$ cat src/rtl/neuron_mac_ctrl.sv
// neuron_mac_ctrl: sequences 16 pixel/weight reads, accumulates signed products onto a bias,
// applies optional ReLU and holds the result under a valid/ready handshake.
`default_nettype none

module neuron_mac_ctrl #(
    parameter int N_PIX = 16,
    parameter int ACC_W = 24
) (
    input  logic                    clk,
    input  logic                    rst_n,
    input  logic                    start,
    input  logic                    abort,
    input  logic [15:0]             bias,
    input  logic                    relu_en,
    output logic [3:0]              mem_addr,
    input  logic [7:0]              pix_data,
    input  logic [7:0]              wgt_data,
    output logic                    busy,
    output logic signed [ACC_W-1:0] result,
    output logic                    result_valid,
    input  logic                    result_ready
);

    typedef enum logic [1:0] {
        S_IDLE  = 2'd0,
        S_FETCH = 2'd1,
        S_DRAIN = 2'd2,
        S_OUT   = 2'd3
    } state_t;

    localparam logic [3:0] c_LAST_ADDR = 4'(N_PIX - 1);

    state_t                  r_state;
    logic [3:0]              r_addr;
    logic                    r_rd_vld;
    logic signed [ACC_W-1:0] r_acc;
    logic                    r_relu;
    logic                    r_busy;
    logic signed [ACC_W-1:0] r_result;
    logic                    r_valid;

    logic signed [16:0]      w_prod;
    logic signed [ACC_W-1:0] w_prod_ext;
    logic signed [ACC_W-1:0] w_bias_ext;
    logic signed [ACC_W-1:0] w_sum;

    // Pixel is unsigned, so a zero MSB makes it a non-negative 9-bit signed operand.
    assign w_prod     = $signed({1'b0, pix_data}) * $signed(wgt_data);
    assign w_prod_ext = {{(ACC_W-17){w_prod[16]}}, w_prod};
    assign w_bias_ext = {{(ACC_W-16){bias[15]}}, bias};
    assign w_sum      = r_acc + w_prod_ext;

    always_ff @(posedge clk) begin
        if (!rst_n) begin
            r_state  <= S_IDLE;
            r_addr   <= 4'd0;
            r_rd_vld <= 1'b0;
            r_acc    <= '0;
            r_relu   <= 1'b0;
            r_busy   <= 1'b0;
            r_result <= '0;
            r_valid  <= 1'b0;
        end else begin
            case (r_state)
                S_IDLE: begin
                    if (start) begin
                        r_state  <= S_FETCH;
                        r_busy   <= 1'b1;
                        r_acc    <= w_bias_ext;
                        r_relu   <= relu_en;
                        r_addr   <= 4'd0;
                        r_rd_vld <= 1'b0;
                    end
                end
                S_FETCH: begin
                    if (abort) begin
                        r_state  <= S_IDLE;
                        r_busy   <= 1'b0;
                        r_addr   <= 4'd0;
                        r_rd_vld <= 1'b0;
                    end else begin
                        // Read data lags the address by one cycle; the flag marks it usable.
                        r_rd_vld <= 1'b1;
                        if (r_rd_vld)
                            r_acc <= w_sum;
                        if (r_addr == c_LAST_ADDR)
                            r_state <= S_DRAIN;
                        else
                            r_addr <= r_addr + 4'd1;
                    end
                end
                S_DRAIN: begin
                    r_rd_vld <= 1'b0;
                    if (abort) begin
                        r_state <= S_IDLE;
                        r_busy  <= 1'b0;
                        r_addr  <= 4'd0;
                    end else begin
                        r_result <= (r_relu && w_sum[ACC_W-1]) ? '0 : w_sum;
                        r_valid  <= 1'b1;
                        r_state  <= S_OUT;
                    end
                end
                S_OUT: begin
                    if (result_ready) begin
                        r_state <= S_IDLE;
                        r_valid <= 1'b0;
                        r_busy  <= 1'b0;
                    end
                end
                default: begin
                    r_state  <= S_IDLE;
                    r_busy   <= 1'b0;
                    r_valid  <= 1'b0;
                    r_rd_vld <= 1'b0;
                    r_addr   <= 4'd0;
                end
            endcase
        end
    end

    assign mem_addr     = r_addr;
    assign busy         = r_busy;
    assign result       = r_result;
    assign result_valid = r_valid;

endmodule

`default_nettype wire

$ cat config.mk
export PLATFORM = sky130hd
export DESIGN_NAME = neuron_mac_ctrl
export DESIGN_NICKNAME = d
export VERILOG_FILES = /design/src/rtl/neuron_mac_ctrl.sv
export SDC_FILE = /design/constraint.sdc
export NUM_CORES = 1
export LEC_CHECK = 0
export ABC_AREA = 1
export BUFFER_PORTS_ARGS = -buffer_cell sky130_fd_sc_hd__clkbuf_2
export CORE_ASPECT_RATIO = 1.2
export CORE_MARGIN = 1.5
export CORE_UTILIZATION = 58
export DETAILED_ROUTE_END_ITERATION = 8
export MAX_ROUTING_LAYER = met4
export PLACE_DENSITY = 0.83
export SLEW_MARGIN = 15
export SYNTH_ARGS = -nofsm -noshare
export SYNTH_HDL_FRONTEND = slang
export SYNTH_SLANG_ARGS = --single-unit
$ cat constraint.sdc
create_clock -name clk -period 6.23 [get_ports clk]
set_input_delay 0.9345 -clock clk [delete_from_list [all_inputs] [get_ports clk]]
set_output_delay 0.9345 -clock clk [all_outputs]
set_load 0.01 [all_outputs]
==> run summary <==
STA
• normalized max-slew margin: 45.8%
• number of max-slew violations in the final report: 0
• number of endpoints failing setup at the final stage: 0
• post-layout min period: 5760 ps
• setup skew after layout: 7.13 ps
• share of the clock period used by the worst path after layout: 92.5%
• Setup TNS: 0 ps
• pin slew with the least headroom to its limit: 812 ps
• RSZ-0062 raised after global routing: false
• Final Hold Vio Count: 0
• highest clock rate: 0.174 GHz

Logic synthesis
• cell count after synthesis: 850
• share of synthesized area occupied by flip-flops and latches: 19.0%
• most common library cells after synthesis: 218 x nand2_1, 153 x inv_1, 82 x ha_1
• proportion of netlist area held by the largest area contributor: 19.0%
• top cells by area in the synthesized netlist: dfxtp_1 19%, fa_1 17%, ha_1 17%, nand2_1 13%, inv_1 9.4%
• Yosys warnings: 0
• Main synth FF type: dfxtp_1
• Avg Synthesized Cell Area: 7.19 um2
• Net Count, Synth: 1022
• most used standard cell by instance count after synthesis: nand2_1
• total of flip-flops plus latches after synthesis: 58
• biggest area consumer among synthesized cells: dfxtp_1
• summed instance area of the synthesized netlist: 6110 um2
• ys async rst share: 0%
• number of enable-type register cells in the synthesized netlist: 0
• Cell variety after synth: 37

Critical path
• largest fanout on the critical path: 23
• critical path data arrival time: 6010 ps
• Worst Reg-to-Reg Cells: 21
• Crit. End Element: flop
• category of the worst setup path launch point: primary input
• data required time at the worst endpoint: 6470 ps
• critical path start-end classification: primary input to flop

Clocking
• Clock Latency Late Sink: 330 ps
• clock buffer count from CTS: 9
• clock tree from TritonCTS: built
• total number of clock tree sinks: 58
• post-CTS setup buffer count: 0
• post_cts resized: 0
• clock tree root driver cell: clkbuf_16
• buffers from clock root to sink, at most: 2
• number of buffers added to fix hold violations after cts: 0
• Worst-path clk slew: 50 ps
• number of levels in the clock H-tree: 3

Die
• die width: 96.7 um
• io pins: 68
• overall die height: 115 um
• starting density of the core: 60.2%
• Core Area: 10200 um2
• Die Outline Area: 11200 um2
• number of cell rows: 40

Routing
• remaining number of nets flagged by the antenna check after routing: 0
• number of vias in the routed layout: 5563
• Residual DRC: 0
• routed wire length: 14700 um
• WL per Instance: 14.3 um
• violation count after the first detailed-route iteration: 367
• drt via density: 5.41
• first drt pass iteration count: 5

Place
• number of I/O port buffers: 67
• count of placed standard cells including taps: 1012
• Detail Placement HPWL: 11200 um
• routability congestion estimate from global placement: 0.982

Finish
• antenna cell count: 0
• Syn-to-layout area delta: 11.4%
• proportion of layout cells with a drive suffix above 1: 12.0%
• net count of the finished layout: 1069
• Final Util: 67.0%
• number of standard cells in the layout, taps in and fillers out: 1028

Global routing
• total global routing track utilization: 29.0%
• pin count of the biggest net entering global routing: 45
• GR Overflow Total: 0
• first-pass GRT wire length: 25600 um
• number of antenna violations at the first check in global routing: 0
• vias in the first global route: 5700

Power and ir drop
• final total power: 3.59 mW
• Static Leakage: 3.76 nW
• peak supply drop: 0.290 mV
• PwrDens: 527 nW/um2

Hold path
• count of cells along the worst hold path: 2
• Min-Delay Path Class: flop to flop

Flow run
• number of maximum-capacitance violations: 0

Status
• result of the run: finished, final reports clean

==> where the power goes <==
group | total [mW] | internal, mW | switching (mW)
Clock | 0.539 | 0.361 | 0.178
Combinational | 2.51 | 0.884 | 1.63
Sequential | 0.537 | 0.473 | 0.0630
Total | 3.59 | 1.72 | 1.87
==> state kept, by name (all words and copies together) (netlist names) <==
name / flops
r_acc: 24
mem_addr: 4
r_rd_vld: 1
result_valid: 1
r_state: 2
r_relu: 1
busy: 1
result: 24
==> layer usage <==
metal	share of wire (%)	track usage (%)	wire, um	vias up
met1	41	33.1	5960	2560
li1	-	-	-	2739
met5	0	-	0	-
met3	4.8	4.83	704	60
met4	4.9	14.2	714	0
met2	50	49.9	7320	204
==> area by class of cell <==
cell class              count  area, um2
clock buffers              10        239
repair buffers             69        350
clock inverters             6       88.8
multi-input cells         601       4220
fillers                   850       3350
flip-flops and latches     58       1160
inverters                 158        593
well taps                 126        158
==> through the flow <==
step	instance area (um2)	hold slack [ps]	worst slack [ps]
after floorplan	6110	456	807
after global placement	6480	443	257
after detailed placement	6480	442	153
after CTS	6810	451	471
after global routing	6810	479	77.9
final	6810	447	467
==> worst paths after layout <==
check                             start                     end  slack, ps
setup / recovery            wgt_data[7]  result[7]$_SDFFE_PN0P_        470
hold / removal        busy$_SDFFE_PN0P_       busy$_SDFFE_PN0P_        450
setup reg to reg  r_acc[6]$_SDFFE_PN0P_  result[7]$_SDFFE_PN0P_       1560
hold reg to reg       busy$_SDFFE_PN0P_       busy$_SDFFE_PN0P_        450
==> critical path: stages <==
cell and delay [ps]:
clkbuf_2 250, clkinv_1 230, or2_2 340, fa_1 510, fa_1 550, inv_1 60
fa_1 500, fa_1 580, fa_1 420, ha_1 380, nand2_1 90, inv_1 120
nand2_1 90, nor2_2 100, nand3_1 110, nand3_2 110, nand2_2 70, nand3_2 70
buf_4 260, nand2_1 90, a21oi_1 140
==> cell families (layout without fill, tap and decap cells) <==
logic type	count (synthesis)	after routing	share of synthesized area (%)
adders and majority gates	134	134	33.8
DFF	58	58	19.0
AOI/OAI and AO/OA	128	128	11.1
and+or+nand+nor	328	328	22.5
buffers and inverters	191	243	12.0
xor gates and xnor gates	11	11	1.58
==> placed cells by master, fill, tap and decap left out, drive strengths merged <==
| master | count |
|---|---|
| nand2 | 222 |
| a211oi | 4 |
| clkinv | 2 |
| bufinv | 2 |
| buf | 2 |
| ha | 82 |
| o21a | 1 |
| nor3b | 2 |
| a21oi | 77 |
| xnor2 | 3 |
| nand3 | 28 |
| and2 | 6 |
| inv | 158 |
| nand3b | 6 |
| xor2 | 8 |
| o21ai | 40 |
| a31oi | 2 |
| nor3 | 5 |
| dfxtp | 58 |
| or2 | 5 |
| clkbuf | 77 |
| o21bai | 2 |
| nor2 | 50 |
| clkinvlp | 2 |
| fa | 52 |
| o211a | 1 |
| nand4 | 4 |
| o31ai | 1 |
No activity file was read; power rests on OpenSTA's default activity.
